--- config.mk ---
export PLATFORM = sky130hd
export DESIGN_NAME = fetch_unit_flat
export DESIGN_NICKNAME = d
export VERILOG_FILES = /design/src/rtl/fetch_unit_if.sv /design/src/rtl/fetch_unit.sv /design/src/flat_wrapper.sv
export SDC_FILE = /design/constraint.sdc
export NUM_CORES = 1
export LEC_CHECK = 0
export BUFFER_PORTS_ARGS = -buffer_cell sky130_fd_sc_hd__buf_2
export CORE_MARGIN = 2
export CORE_UTILIZATION = 56
export CTS_BUF_LIST = sky130_fd_sc_hd__clkbuf_4
export DETAILED_ROUTE_END_ITERATION = 12
export GPL_TIMING_DRIVEN = 1
export MAX_ROUTING_LAYER = met4
export PLACE_DENSITY = 0.82
export SETUP_SLACK_MARGIN = 0.15
export SYNTH_ARGS = -nofsm -noshare
export SYNTH_HDL_FRONTEND = slang
export SYNTH_SLANG_ARGS = --single-unit
export TNS_END_PERCENT = 20
--- constraint.sdc ---
create_clock -name CLK -period 2.45 [get_ports CLK]
set_input_delay 0.735 -clock CLK [delete_from_list [all_inputs] [get_ports CLK]]
set_output_delay 0.735 -clock CLK [all_outputs]
set_load 0.02 [all_outputs]
--- src/rtl/fetch_unit_if.sv ---
// fetch_unit_if: fetch-stage bus bundle.
//   ROM side     : IMEM_EN, IMEM_ADDR (to ROM), IMEM_DATA (from ROM, 1-cycle latency)
//   Decoder side : IR, PC, VALID (to decoder), STALL, HALT (from decoder)
//   Execute side : REDIRECT, REDIRECT_PC (from execute)
// master = fetch unit, slave = the surrounding pipeline / ROM.
interface fetch_unit_if;
  logic        IMEM_EN;
  logic [10:0] IMEM_ADDR;
  logic [31:0] IMEM_DATA;
  logic [31:0] IR;
  logic [10:0] PC;
  logic        VALID;
  logic        STALL;
  logic        HALT;
  logic        REDIRECT;
  logic [10:0] REDIRECT_PC;

  modport master (
    output IMEM_EN, IMEM_ADDR, IR, PC, VALID,
    input  IMEM_DATA, STALL, HALT, REDIRECT, REDIRECT_PC
  );

  modport slave (
    input  IMEM_EN, IMEM_ADDR, IR, PC, VALID,
    output IMEM_DATA, STALL, HALT, REDIRECT, REDIRECT_PC
  );
endinterface

--- src/rtl/fetch_unit.sv ---
// fetch_unit: instruction fetch stage feeding the decoder.
//   CLK  : clock, rising edge
//   RST  : synchronous active-high reset
//   bus  : fetch_unit_if.master (ROM read port, decoder IR/PC/VALID with
//          STALL/HALT back-pressure, execute-stage REDIRECT)
// Keeps the fetch PC, issues reads to a 1-cycle-latency ROM, and buffers one
// returning instruction in a skid entry so a decoder stall never loses data.
module fetch_unit #(
  parameter logic [10:0] RESET_PC = 11'd0
) (
  input  logic         CLK,
  input  logic         RST,
  fetch_unit_if.master bus
);

  typedef enum logic {S_RUN, S_WAIT} state_t;

  state_t      state_q, state_nxt;
  logic [10:0] fpc;
  logic        req_v;
  logic [10:0] req_pc;
  logic        skid_v;
  logic [31:0] skid_ir;
  logic [10:0] skid_pc;
  logic [31:0] ir_q;
  logic [10:0] pc_q;
  logic        valid_q;
  logic        advance;
  logic        imem_en;

  // Only STALL/HALT/REDIRECT reach IMEM_EN combinationally; every other
  // output is a register.
  always_comb begin
    state_nxt = state_q;
    advance   = ~valid_q | ~bus.STALL;
    // Skid full, or ROM data arriving with nowhere to go, blocks a new read.
    imem_en   = (state_q == S_RUN) & ~bus.HALT & ~bus.REDIRECT & ~skid_v &
                (advance | ~req_v);
    if (bus.REDIRECT)
      state_nxt = S_RUN;
    else if (state_q == S_RUN && bus.HALT)
      state_nxt = S_WAIT;
  end

  always_ff @(posedge CLK) begin
    if (RST) state_q <= S_RUN;
    else     state_q <= state_nxt;
  end

  always_ff @(posedge CLK) begin
    if (RST) begin
      fpc     <= RESET_PC;
      req_v   <= 1'b0;
      req_pc  <= '0;
      skid_v  <= 1'b0;
      skid_ir <= '0;
      skid_pc <= '0;
      ir_q    <= '0;
      pc_q    <= '0;
      valid_q <= 1'b0;
    end else if (bus.REDIRECT) begin
      // Squash everything older than the redirect; issue resumes next cycle.
      fpc     <= bus.REDIRECT_PC;
      req_v   <= 1'b0;
      skid_v  <= 1'b0;
      valid_q <= 1'b0;
    end else if (state_q == S_WAIT || bus.HALT) begin
      // HALT means the decoder took the current output; drop the rest.
      req_v   <= 1'b0;
      skid_v  <= 1'b0;
      valid_q <= 1'b0;
    end else begin
      req_v <= imem_en;
      if (imem_en) begin
        req_pc <= fpc;
        fpc    <= fpc + 11'd1;
      end
      if (advance) begin
        if (skid_v) begin
          ir_q    <= skid_ir;
          pc_q    <= skid_pc;
          valid_q <= 1'b1;
          // Refill behind the entry just delivered, keeping order.
          if (req_v) begin
            skid_ir <= bus.IMEM_DATA;
            skid_pc <= req_pc;
          end else begin
            skid_v  <= 1'b0;
          end
        end else if (req_v) begin
          ir_q    <= bus.IMEM_DATA;
          pc_q    <= req_pc;
          valid_q <= 1'b1;
        end else begin
          valid_q <= 1'b0;
        end
      end else if (req_v) begin
        // Stalled with a read landing: the skid is empty here because a full
        // skid suppresses issue the cycle before.
        skid_v  <= 1'b1;
        skid_ir <= bus.IMEM_DATA;
        skid_pc <= req_pc;
      end
    end
  end

  assign bus.IMEM_EN   = imem_en;
  assign bus.IMEM_ADDR = fpc;
  assign bus.IR        = ir_q;
  assign bus.PC        = pc_q;
  assign bus.VALID     = valid_q;

endmodule

--- src/flat_wrapper.sv ---
// flat-port wrapper written by rule: the top's interface ports become plain ports
module fetch_unit_flat 
#(
  parameter logic [10:0] RESET_PC = 11'd0
)
  (CLK, RST, bus_IMEM_EN, bus_IMEM_ADDR, bus_IR, bus_PC, bus_VALID, bus_IMEM_DATA, bus_STALL, bus_HALT, bus_REDIRECT, bus_REDIRECT_PC);
  fetch_unit_if bus_i ();
  input  logic CLK;
  input  logic RST;
  output wire logic [$bits(bus_i.IMEM_EN)-1:0] bus_IMEM_EN;
  output wire logic [$bits(bus_i.IMEM_ADDR)-1:0] bus_IMEM_ADDR;
  output wire logic [$bits(bus_i.IR)-1:0] bus_IR;
  output wire logic [$bits(bus_i.PC)-1:0] bus_PC;
  output wire logic [$bits(bus_i.VALID)-1:0] bus_VALID;
  input wire logic [$bits(bus_i.IMEM_DATA)-1:0] bus_IMEM_DATA;
  input wire logic [$bits(bus_i.STALL)-1:0] bus_STALL;
  input wire logic [$bits(bus_i.HALT)-1:0] bus_HALT;
  input wire logic [$bits(bus_i.REDIRECT)-1:0] bus_REDIRECT;
  input wire logic [$bits(bus_i.REDIRECT_PC)-1:0] bus_REDIRECT_PC;
  assign bus_IMEM_EN = bus_i.IMEM_EN;
  assign bus_IMEM_ADDR = bus_i.IMEM_ADDR;
  assign bus_IR = bus_i.IR;
  assign bus_PC = bus_i.PC;
  assign bus_VALID = bus_i.VALID;
  assign bus_i.IMEM_DATA = bus_IMEM_DATA;
  assign bus_i.STALL = bus_STALL;
  assign bus_i.HALT = bus_HALT;
  assign bus_i.REDIRECT = bus_REDIRECT;
  assign bus_i.REDIRECT_PC = bus_REDIRECT_PC;
  fetch_unit #(.RESET_PC(RESET_PC)) u_core (.CLK(CLK), .RST(RST), .bus(bus_i));
endmodule
==> impl_metrics.csv <==
group,metric,value,unit
worst_setup_path,critPathKind,"register to output pin",
floorplan,ioPinCount,104,
synth,synth_nets,573,
outcome,status,"completed",
global_routing,use_met2,0.386,
floorplan,rows,32,
timing,setup_viol,0,
global_routing,grt_use_met3,0.0305,
timing,timing.slew.headroom,0.656,
synth,synth_area_per_cell,8.64,µm²
floorplan,initial_core_util,0.583,
drt,vias_per_cell,5.47,
global_routing,grt_max_degree,59,
worst_setup_path,crit_family,"simple AND/OR/NAND/NOR gates",
power_and_ir_drop,leakage,1.90,nW
drt,final_antenna_net_count,0,
power_and_ir_drop,powerDensity,574,nW/µm²
synth,synth_cell_type_count,39,
job,cap_violations,0,
synth,ys_seq_area_frac,0.495,
synth,synth-async-reset-ratio,0,
drt,wire_per_inst,13.9,µm
clock_tree,numClockSinks,112,
timing,fin_worst_skew,0.0217,ns
floorplan,die_y,93.9,µm
timing,final-hold-violation-count,0,
floorplan,die_w,93.9,µm
worst_setup_path,worst-path-buf-inv,2,
worst_setup_path,cp_data_required_time,1.71,ns
global_routing,grt_usage,0.236,
timing,min_period,2.21,ns
power_and_ir_drop,ir_drop,0.000265,V
finish,insertedDiodeCount,0,
finish,final_cell_mix,"nand2_1 (118), dfxtp_1 (111), buf_2 (102), a21oi_1 (62), nor2_1 (47)",
drt,totalWireLength,9980,µm
timing,post-route-period-util,0.900,
synth,synthCells,524,
drt,firstDrtPassIters,4,
worst_setup_path,critPathMaxStageDelay,0.39,ns
timing,finalMaxSlewViolations,0,
finish,layout_commonest_cell,"nand2_1",
clock_tree,cts_hold_buf,0,
clock_tree,htreeDepth,3,
timing,tightest_slew,0.515,ns
drt,via_count,3927,
worst_setup_path,end_kind,"output pin",
clock_tree,clkSlewWorstSetupHoldPaths,0.14,ns
global_routing,grt_pass1_vias,3602,
worst_hold_path,hp-class,"register to register",
worst_setup_path,crit_arrival,1.47,ns
clock_tree,cts_tree,"done",
synth,ys.flop_type,"dfxtp_1",
global_routing,antenna_found_initial,0,
timing,tns,0,ns
finish,nets,660,
synth,synth_edf_count,0,
synth,yosys_register_bits,112,
finish,fill_cells,663,
drt,drt_iter0_drc,173,
synth,synth_warnings,0,
global_routing,met1_usage,0.301,
placed_design,port_buffers,103,
finish,drive_above_1_share,0.224,
timing,rsz0062_at_grt,"false",
drt,drc,0,
global_routing,grt_first_pass_wirelength,16400,µm
placed_design,dpl.hpwl,6960,µm
clock_tree,cts-buffers-inserted,9,
clock_tree,cts_buffer_depth,2,
clock_tree,worst_skew_pair.late_latency,0.44,ns
clock_tree,ctsResizeCount,0,
worst_setup_path,cp_max_fo,3,
worst_setup_path,path_cells,"nor4_4, nand2_2, inv_2, buf_2",
floorplan,core,7770,µm²
global_routing,grt_overflow,0,
worst_setup_path,start_kind,"register",
global_routing,grt_most_used_layer,"met2",
timing,fmax,0.453,GHz
clock_tree,cts_setup_buffers,0,
floorplan,die_area,8820,µm²
clock_tree,cts_root_buffer,"clkbuf_4",
finish,area_growth,16.4,%
placed_design,globalplace.congestion,0.906,
synth,netlist_area,4530,µm²
finish,final_core_util,0.678,
worst_setup_path,crit_slowest_cell,"dfxtp_1",
## power by group
group          switching [mW]  internal (mW)  total, mW
logic                   0.154         0.0973      0.251
clock network           0.553          0.335      0.888
registers              0.0325           1.85       1.89
## routing by layer
| metal | routed length, µm | share of wire | vias up |
|---|---|---|---|
| li1 | - | - | 2001 |
| met1 | 4520 | 0.45 | 1822 |
| met2 | 4850 | 0.49 | 93 |
| met3 | 443 | 0.044 | 11 |
| met4 | 156 | 0.016 | 0 |
| met5 | 0 | 0 | - |
## cell type report
| cell class | count | area [µm²] | share of cell area |
|---|---|---|---|
| flip-flops and latches | 112 | 2240 | 0.426 |
| multi-input cells | 367 | 2100 | 0.399 |
| repair buffers | 116 | 641 | 0.122 |
| well taps | 102 | 128 | 0.0242 |
| clock buffers | 11 | 82.6 | 0.0157 |
| clock inverters | 5 | 55.1 | 0.0104 |
| inverters | 5 | 18.8 | 0.00356 |
## kinds of logic after synthesis
group                    count (synthesis)  share of synthesized area
AND/OR/NAND/NOR                        194                      0.183
AO/OA/AOI/OAI                          128                      0.178
flip-flops                             112                      0.495
buffers and inverters                   45                     0.0439
multiplexers                            43                     0.0951
XOR/XNOR                                 1                    0.00193
adder cells (fa/ha/maj)                  1                    0.00276
## path summary, 6_finish.rpt
kind,start,end,slack (ns),cells after the start
min,u_core.skid_pc[6]$_SDFFE_PP0P_,u_core.skid_pc[6]$_SDFFE_PP0P_,0.46,2
max,u_core.state_q$_SDFFE_PP0P_,bus_IMEM_EN,0.24,4
min reg2reg,u_core.skid_pc[6]$_SDFFE_PP0P_,u_core.skid_pc[6]$_SDFFE_PP0P_,0.46,2
max reg2reg,u_core.skid_v$_SDFFE_PP0P_,u_core.bus.IR[10]$_SDFFE_PP0P_,0.64,6
## cells in the mapped netlist (all sizes together) (3+ instances only)
master / number / area share
nand2: 119 / 0.099
dfxtp: 112 / 0.50
buf: 22 / 0.025
inv: 5 / 0.0041
or3: 4 / 0.0055
or4: 3 / 0.0050
a21oi: 62 / 0.069
a31oi: 8 / 0.011
clkbuf: 18 / 0.015
mux2i: 43 / 0.095
a211oi: 44 / 0.073
and2: 3 / 0.0041
o211ai: 4 / 0.0077
nor2: 47 / 0.039
nand3: 8 / 0.0088
## stage by stage
stage	worst slack, ns	area, µm²	hold WS, ns	instances	power [mW]
after floorplan	0.165	4530	0.436	524	2.07
after global placement	0.264	5130	0.441	702	2.17
after detailed placement	0.245	5130	0.446	702	2.18
after CTS	0.220	5270	0.466	718	3.05
after global routing	0.162	5270	0.484	718	3.16
final	0.244	5270	0.463	718	3.03
## state kept, by name (all words and copies together) (netlist names), 11 cells and up
| name | cells |
|---|---|
| u_core.bus.IMEM_ADDR | 11 |
| u_core.bus.IR | 32 |
| u_core.bus.PC | 11 |
| u_core.req_pc | 11 |
| u_core.skid_ir | 32 |
| u_core.skid_pc | 11 |
## tightest hold or removal path, cell delays in order, from the launching register on
cell and delay, ns:
dfxtp_1 0.34, nand2_1 0.05, a21oi_1 0.05
No activity file was read; power rests on OpenSTA's default activity.
